$ cat src/rtl/omsp_lpm_ctrl.sv
// Low-power-mode sequencer: turns CPUOFF/SCG1/OSCOFF requests into a safe sleep entry and exit.
// Define LPM_OSC_WAIT_EN to add the LFXT stabilisation wait (OSC_WAIT) after an OSCOFF sleep.
module omsp_lpm_ctrl #(
  parameter int OSC_STAB_EDGES = 4,
  parameter int OSC_TIMEOUT    = 1023
) (
  input  logic       mclk,
  input  logic       puc,
  input  logic       cpuoff_req,
  input  logic       scg1_req,
  input  logic       oscoff_req,
  input  logic       inst_done,
  input  logic       irq_pend,
  input  logic       nmi_pend,
  input  logic       lfxt_clk_en,
  output logic       mclk_en,
  output logic       scg1,
  output logic       oscoff,
  output logic       lpm_active,
  output logic       wake_irq,
  output logic [2:0] lpm_state
);

  typedef enum logic [2:0] {
    ACTIVE   = 3'd0,
    DRAIN    = 3'd1,
    SLEEP    = 3'd2,
    OSC_WAIT = 3'd3,
    RESUME   = 3'd4
  } lpm_state_e;

  lpm_state_e state, state_nxt;
  logic       wake;
  logic       mclk_en_nxt, scg1_nxt, oscoff_nxt, lpm_active_nxt, wake_irq_nxt;

  assign wake = irq_pend | nmi_pend;

`ifdef LPM_OSC_WAIT_EN
  localparam logic [3:0] STAB_EDGES = 4'(OSC_STAB_EDGES);
  localparam logic [9:0] TMO_LAST   = 10'(OSC_TIMEOUT - 1);

  logic [3:0] strobe_cnt;
  logic [9:0] tmo_cnt;
  logic       osc_done;

  // Counters idle at zero outside OSC_WAIT, so entry always starts a fresh count.
  always_ff @(posedge mclk) begin
    if (puc || state != OSC_WAIT) begin
      strobe_cnt <= '0;
      tmo_cnt    <= '0;
    end else begin
      strobe_cnt <= strobe_cnt + 4'(lfxt_clk_en);
      tmo_cnt    <= tmo_cnt + 10'd1;
    end
  end

  assign osc_done = (lfxt_clk_en && ((strobe_cnt + 4'd1) == STAB_EDGES)) ||
                    (tmo_cnt == TMO_LAST);
`else
  logic unused_osc;
  assign unused_osc = lfxt_clk_en ^ (OSC_STAB_EDGES == 0) ^ (OSC_TIMEOUT == 0);
`endif

  always_comb begin
    state_nxt = state;
    case (state)
      ACTIVE:   if (cpuoff_req && !wake) state_nxt = DRAIN;
      DRAIN: begin
        if (wake || !cpuoff_req) state_nxt = ACTIVE;
        else if (inst_done)      state_nxt = SLEEP;
      end
      SLEEP: begin
        if (wake) begin
`ifdef LPM_OSC_WAIT_EN
          state_nxt = oscoff ? OSC_WAIT : RESUME;
`else
          state_nxt = RESUME;
`endif
        end
      end
`ifdef LPM_OSC_WAIT_EN
      OSC_WAIT: if (osc_done) state_nxt = RESUME;
`endif
      RESUME:   state_nxt = ACTIVE;
      default:  state_nxt = ACTIVE;
    endcase

    // Outputs are a function of the upcoming state so they can be registered alongside it.
    mclk_en_nxt    = !(state_nxt == SLEEP || state_nxt == OSC_WAIT);
    lpm_active_nxt = (state_nxt == SLEEP || state_nxt == OSC_WAIT);
    wake_irq_nxt   = (state_nxt == RESUME);
    scg1_nxt       = 1'b0;
    oscoff_nxt     = 1'b0;
    // The scg1/oscoff registers double as the request latches while sleeping.
    if (state_nxt == SLEEP) begin
      scg1_nxt   = (state == DRAIN) ? scg1_req   : scg1;
      oscoff_nxt = (state == DRAIN) ? oscoff_req : oscoff;
    end
  end

  always_ff @(posedge mclk) begin
    if (puc) begin
      state      <= ACTIVE;
      mclk_en    <= 1'b1;
      scg1       <= 1'b0;
      oscoff     <= 1'b0;
      lpm_active <= 1'b0;
      wake_irq   <= 1'b0;
    end else begin
      state      <= state_nxt;
      mclk_en    <= mclk_en_nxt;
      scg1       <= scg1_nxt;
      oscoff     <= oscoff_nxt;
      lpm_active <= lpm_active_nxt;
      wake_irq   <= wake_irq_nxt;
    end
  end

  assign lpm_state = state;

endmodule

$ cat config.mk
export PLATFORM = sky130hd
export DESIGN_NAME = omsp_lpm_ctrl
export DESIGN_NICKNAME = d
export VERILOG_FILES = /design/src/rtl/omsp_lpm_ctrl.sv
export SDC_FILE = /design/constraint.sdc
export NUM_CORES = 1
export LEC_CHECK = 0
export BUFFER_PORTS_ARGS = -buffer_cell sky130_fd_sc_hd__buf_2
export CAP_MARGIN = 20
export CORE_AREA = 2 2 39 41
export CTS_CLUSTER_DIAMETER = 100
export CTS_CLUSTER_SIZE = 20
export DETAILED_ROUTE_END_ITERATION = 7
export DIE_AREA = 0 0 41 43
export PLACE_DENSITY = 0.58
export SYNTH_ARGS = -nofsm -noshare
export SYNTH_HDL_FRONTEND = slang
export SYNTH_SLANG_ARGS = --single-unit
$ cat constraint.sdc
create_clock -name mclk -period 1.2 [get_ports mclk]
set_clock_uncertainty 0.15 [all_clocks]
set_input_delay 0.12 -clock mclk [delete_from_list [all_inputs] [get_ports mclk]]
set_output_delay 0.12 -clock mclk [all_outputs]
set_load 0.02 [all_outputs]
Word level (Yosys, flattened, before mapping). Cells that the tools add are included.

Register bits after elaboration: 8. Input bits: 9. Logic and storage cells: 26.

Eq/ne operators: 5. Mux-type cells: 5. Bitwise logic cells: 2. Reduce and logical (&&, ||, !) cells: 8.

Operators with widths (number): 3-bit two-way mux (4); 3-bit by 2-bit == test with 1-bit output, second input constant (3); 3-bit one-hot mux with 3 select lines (1); 3-bit by 1-bit == test with 1-bit output, second input constant (1); 3-bit == test, second input constant (1); 1-bit zero test (3); 3-bit zero test (1); 1-bit logical OR (2); 2-bit OR reduction (1); 1-bit logical AND (1); 1-bit inverter (1); 1-bit OR (1).

Logic depth before layout (Yosys ltp). Gate-level depths: netlist of the first run.

Depth after elaboration: 8. Depth in mapped cells: 4. Mapped depth without buffers: 4.

Least setup slack after synthesis of the first run. Ideal clock, no wire load.

Path type: reg-to-reg. From: register state[0], in the netlist lpm_state[0]. To: register oscoff. Setup time: 0.115 ns. Arrival time: 1.093 ns. Required time: 0.935 ns. Setup slack: -0.158 ns. Stages on the path, launching flop included: 4. Path buffers: 0. Path through: dfxtp_1 -> nor3b_1 -> mux2i_1 -> nor2_2.

Word-level cells in the longest chain between the ends: 6. Elaborated cells between the ends (all ways): 11. Classes of those cells: 3 x eq/ne; 5 x mux; 1 x bitwise; 2 x reduce/logical.

Ends and longest elaborated chain: start, declared (line 32) `lpm_state_e state, state_nxt;`; start signal, assigned (line 110) `state <= state_nxt;`; 3-bit two-way mux (line 70) `else if (inst_done) state_nxt = SLEEP;`; 3-bit two-way mux (line 69) `if (wake || !cpuoff_req) state_nxt = ACTIVE;`; 3-bit one-hot mux with 3 select lines (line 66) `case (state)`; 3-bit by 2-bit == test with 1-bit output (line 95) `if (state_nxt == SLEEP) begin`; 1-bit inverter (no line); 2-bit OR reduction (no line); end signal, assigned (line 113) `oscoff <= oscoff_nxt;`; end, declared (line 18) `output logic oscoff,`.

Parallel ways exist; a longest one is shown, timed or not. A chain may end at the register's enable or synchronous reset.

Final worst setup path of the first run.
From: register state[1], in the netlist lpm_state[1]. To: register oscoff.

The elaborated chain is that of the path after synthesis.

==> reports/qor.txt, run 1 <==
Routed WL -> 638 um
worst path required time -> 1.19 ns
global-route total usage across every layer -> 9.063%
Initial Util -> 21.70%
Setup crit start kind -> flop
Seq/Total Area, Yosys -> 53.33%
grt ovf -> 0
Min Clock Period, post-route -> 1.165 ns
Syn. warnings -> 0
HPWL Detailed -> 498.1 um
Power Density -> 1023 nW/um^2
chip height -> 43 um
crit path DAT -> 1.16 ns
# fillers -> 138
Avg Inst Size Synth -> 12.51 um^2
layout cells sized above 1 -> 61.70%
Clk pwr share -> 40.0%
Area Overhead vs Synth -> 65.00%
Final Setup Violations -> 0
Die Wd -> 41 um
Setup Buffers After CTS -> 0
register area -> 168.9 um^2
internal power -> 401.4 uW
post-synthesis cell type count -> 13
WHS Path Cells -> 3
row count -> 14
GP Congestion -> 0.6162
max-cap violations -> 0
DRT iter0 DRCs -> 3
Antenna Cells -> 0
largest net degree at the start of global routing -> 6
WL/cell -> 10.13 um
Top Ports -> 17
synthesized area -> 300.3 um^2
placed cell count -> 56
Clk Latency, worst-skew pair -> 0.25 ns
CP max FO -> 5
final setup TNS -> 0 ns
Hold Crit Class -> input port to flop
combinational share of power -> 7.9%
Sw Pwr -> 105.5 uW
Port-buffer cells -> 15
CTS buffer count -> 3
CTS tree -> yes
WS Path Type -> flop to flop
FF-to-FF path depth -> 4
period utilisation layout -> 97.12%
CTS clk-pin slew, worst paths -> 0.05 ns
Non-Filler Instances -> 63
Vias -> 266
Peak VDD IR -> 0.5396 mV
hold violation count in the final report -> 0
Clock Sinks -> 8
die area -> 1763 um^2
final core occ -> 35.80%
status -> finished, final reports clean
Pre-antenna DRT Iters -> 2
DRT antenna net count -> 0
post-synth net total -> 33
detailed-route DRC error count -> 0
Slew Viols, Final -> 0
Reg power frac -> 52.1%
synthesized flop and latch total -> 8
first-pass GRT wire length -> 972 um
Post-Syn Instances -> 24
core area -> 1384 um^2
Via density -> 4.222
clk buf depth -> 2
H-tree Lvls -> 1
Net Sw Frac -> 20.82%
Leakage -> 0.0002116 uW
pin slew with the least headroom to its limit -> 0.2882 ns
Slew Limit Headroom -> 80.64%
area of the multi-input gates -> 148.9 um^2
vias in the first global route -> 258
FMAX -> 858.0 MHz
Final Cell Area -> 495.5 um^2
Post-layout nets -> 58
CP endpoint kind -> flop
root buf cell -> clkbuf_4
area of placed instances -> 411.6 um^2
RSZ-0062 raised after global routing -> true
antenna violations before repair -> 0
worst hold slack -> 0.009733 ns
worst paths after layout:
kind | from | endpoint | slack (ns)
setup / recovery | lpm_state[1]$_SDFF_PP0_ | oscoff$_SDFFE_PP0P_ | 0.03
hold / removal | puc | lpm_state[1]$_SDFF_PP0_ | 0.01
hold reg to reg | lpm_state[2]$_SDFF_PP0_ | lpm_state[2]$_SDFF_PP0_ | 0.33
setup reg to reg | lpm_state[1]$_SDFF_PP0_ | oscoff$_SDFFE_PP0P_ | 0.03
state kept, by name, summed over array words and instances, names as in the netlist:
register / count
lpm_active: 1
lpm_state: 3
mclk_en: 1
oscoff: 1
scg1: 1
wake_irq: 1
through the flow:
| step | power (uW) | worst slack (ns) |
|---|---|---|
| 6_report | 506.9 | 0.03453 |
| 2_1_floorplan | 284.2 | 0.01768 |
| 4_1_cts | 522.9 | 0.02221 |
| 5_1_grt | 537.6 | -0.002478 |
| 3_3_place_gp | 302.4 | -0.006285 |
| 3_5_place_dp | 302.9 | -0.03434 |
worst max-delay path: stages, from the launching register on:
cell and delay [ns]:
dfxtp_4 0.36, and4b_1 0.22, o21a_4 0.23, inv_4 0.06, nor2_2 0.03
metal layers:
layer	GRT usage [%]	wire length [um]	vias to the layer above
li1	-	-	134
met1	10.06	294	114
met2	11.88	257	18
met3	7.853	85	0
met4	4.000	0	0
met5	0	0	-
cell usage in the layout (no fill, tap or decap), drive strengths merged:
| cell | n |
|---|---|
| mux2i | 2 |
| nor2 | 3 |
| inv | 1 |
| and2b | 1 |
| nor4b | 2 |
| nor3b | 1 |
| dlygate4sd3 | 4 |
| and4b | 2 |
| nor4 | 1 |
| o21a | 2 |
| buf | 16 |
| dfxtp | 8 |
| clkbuf | 3 |
| nand2 | 1 |
power groups by stage:
stage	registers (uW)	logic (uW)	clock network, uW
3_3_place_gp	274	28.7	0
2_1_floorplan	275	8.99	0
5_1_grt	264	43.0	231
4_1_cts	266	39.5	218
3_5_place_dp	274	29.1	0
6_report	264	40.0	203
layout make-up:
type | count | area share (%)
clock buffer | 3 | 4.545
inverter | 1 | 1.263
multi-input combinational | 15 | 30.05
sequential | 8 | 34.09
tap | 16 | 4.040
timing repair buffer | 20 | 26.01
cell families after synthesis:
kind of cell	Yosys count	share of synthesized area (%)
flops	8	53.33
compound gates	2	7.499
mux	2	6.667
buf+inv	1	1.249
simple gates	11	31.25
synthesized netlist by cell type:
library cell,n,area [um^2]
o21a_4,1,15.01
o21a_1,1,7.510
dfxtp_1,8,160.2
and4b_1,2,20.02
inv_2,1,3.750
nor2_2,2,12.51
mux2i_1,2,20.02
nand2_1,1,3.750
nor3b_1,1,7.510
and2b_1,1,7.510
nor4_4,1,21.27
nor4b_1,2,17.52
nor2_1,1,3.750
repair_timing:
action / CTS / global route
resized for setup: 1 / 6
hold buffers: 4 / 0
pin swaps: 1 / 1
hold endpoints to repair: 5 / 0
setup endpoints to repair: 3 / 3
No activity file was read; power rests on OpenSTA's default activity.
==> run 2: changes to the inputs <==
--- a/config.mk
+++ b/config.mk
@@ -12,7 +12,9 @@
 export CTS_CLUSTER_SIZE = 20
 export DETAILED_ROUTE_END_ITERATION = 7
 export DIE_AREA = 0 0 41 43
-export PLACE_DENSITY = 0.58
+export GPL_ROUTABILITY_DRIVEN = 0
+export PLACE_DENSITY = 0.49
+export SLEW_MARGIN = 15
 export SYNTH_ARGS = -nofsm -noshare
 export SYNTH_HDL_FRONTEND = slang
 export SYNTH_SLANG_ARGS = --single-unit
==> reports/qor.txt, run 2 (synthesis gave the netlist of run 1 again) <==
pin slew with the least headroom to its limit -> 0.2748 ns (-0.01342 ns)
antenna violations before repair -> 0 (unchanged)
Clk Latency, worst-skew pair -> 0.25 ns (about the same)
setup slack at placement -> -0.02596 ns (+0.008380 ns)
crit path max-delay cell type -> dfxtp_2
global-route total usage across every layer -> 8.434% (-0.63 points)
Final Cell Area -> 486.7 um^2 (-1.8%)
Setup Buffers After CTS -> 0 (unchanged)
Die Wd -> 41 um (unchanged)
Slew Limit Headroom -> 81.54% (+0.90 points)
vias in the first global route -> 226 (-12%)
Leakage -> 0.0002108 uW (-0.40%)
CTS clk-pin slew, worst paths -> 0.05 ns (about the same)
grt ovf -> 0 (unchanged)
period utilisation layout -> 96.84% (-0.28 points)
H-tree Lvls -> 1 (unchanged)
Vias -> 255 (-4.1%)
WS Path Type -> flop to flop
root buf cell -> clkbuf_4
crit-path max cell delay -> 0.35 ns (about the same)
Post-layout nets -> 58 (unchanged)
Non-Filler Instances -> 63 (unchanged)
status -> finished, final reports clean
Routed WL -> 586 um (-8.2%)
layout cells sized above 1 -> 61.70% (unchanged)
worst path required time -> 1.19 ns (about the same)
FF-to-FF path depth -> 4 (unchanged)
core area -> 1384 um^2 (unchanged)
worst hold slack -> 0.007751 ns (-0.001982 ns)
commonest cells after routing, fill and taps aside -> buf_2 (15), dfxtp_1 (5), dlygate4sd3_1 (4), clkbuf_4 (3)
CTS tree -> yes
Crit path depth -> 4 (unchanged)
Pre-antenna DRT Iters -> 3 (+1)
Min Clock Period, post-route -> 1.162 ns (-0.003416 ns)
Final Setup Violations -> 0 (unchanged)
Peak VDD IR -> 0.4339 mV (-20%)
crit path buf inv count -> 1 (unchanged)
max-cap violations -> 0 (unchanged)
placed cell count -> 56 (unchanged)
Port-buffer cells -> 15 (unchanged)
Via density -> 4.048 (-4.1%)
largest net degree at the start of global routing -> 6 (unchanged)
Slew Viols, Final -> 0 (unchanged)
crit path DAT -> 1.15 ns (about the same)
WL/cell -> 9.302 um (-8.2%)
chip height -> 43 um (unchanged)
commonest non-fill, non-tap cell in the layout -> buf_2
Worst path top cell family by delay -> flip-flops
die area -> 1763 um^2 (unchanged)
Hold Crit Class -> input port to flop
CP endpoint kind -> flop
Antenna Cells -> 0 (unchanged)
crit-path cells -> and2b_2, o21a_4, inv_4, nor2_2
CTS buffer count -> 3 (unchanged)
WHS Path Cells -> 3 (unchanged)
number of flip-flops under the largest register name -> 3 (unchanged)
detailed-route DRC error count -> 0 (unchanged)
Power Density -> 1037 nW/um^2 (+1.4%)
Initial Util -> 21.70% (unchanged)
first-pass GRT wire length -> 938 um (-3.5%)
Setup crit start kind -> flop
DRT antenna net count -> 0 (unchanged)
area of placed instances -> 411.6 um^2 (unchanged)
row count -> 14 (unchanged)
HPWL Detailed -> 450.1 um (-9.6%)
Top Ports -> 17 (unchanged)
Area Overhead vs Synth -> 62.08%
final setup TNS -> 0 ns (unchanged)
clk buf depth -> 2 (unchanged)
hold violation count in the final report -> 0 (unchanged)
Clock Sinks -> 8 (unchanged)
setup slack after layout -> 0.03795 ns (+0.003416 ns)
CP max FO -> 5 (unchanged)
DRT iter0 DRCs -> 2 (-1)
FMAX -> 860.5 MHz (+0.29%)
==> run 2: cell counts in the layout (fill, tap and decap cells not counted) <==
No cell type changed its count.
==> run 2: power by group <==
part	switching (uW)	internal, uW
sequential	1.27	265
combinational	15.2	24.3
clock	84.9	114
==> run 2: worst paths after layout <==
path,start,endpoint,slack (ns)
worst min-delay path,irq_pend,lpm_state[1]$_SDFF_PP0_,0.008
worst max register to register,lpm_state[0]$_SDFF_PP0_,oscoff$_SDFFE_PP0P_,0.04
worst min register to register,scg1$_SDFFE_PP0P_,scg1$_SDFFE_PP0P_,0.35
worst max-delay path,lpm_state[0]$_SDFF_PP0_,oscoff$_SDFFE_PP0P_,0.04
==> run 2: worst min-delay path, stage by stage <==
cell,delay [ns]
buf_2,0.11
nor4_4,0.05
o21a_1,0.09
==> run 2: per-layer routing <==
metal | wire length, um | part of all wire (%) | global-route usage, % | vias to the layer above
li1 | - | - | - | 134
met3 | 86 | 15 | 7.853 | 0
met4 | 0 | 0 | 4.000 | 0
met1 | 262 | 45 | 9.646 | 107
met5 | 0 | 0 | 0 | -
met2 | 237 | 40 | 10.31 | 14
==> run 2: stage by stage <==
stage	power (uW)	utilization [%]
after floorplan	284.2	-
after global placement	302.5	29.75
after detailed placement	302.6	29.75
after CTS	521.2	34.27
after global routing	536.6	35.17
final	504.7	35.17
==> run 2: layout make-up <==
type	instances	area (um^2)
fill	141	897.1
timing repair buffer	20	122.6
multi-input combinational	15	148.9
sequential	8	166.4
clock buffer	3	22.52
tap	16	20.02
inverter	1	6.256
==> run 2: timing repair <==
| item | CTS | global route |
|---|---|---|
| pin swaps | 1 | 1 |
| hold endpoints to repair | 5 | 0 |
| gates resized for setup | 0 | 4 |
| hold buffers | 4 | 0 |
| endpoints found under the setup margin | 2 | 2 |
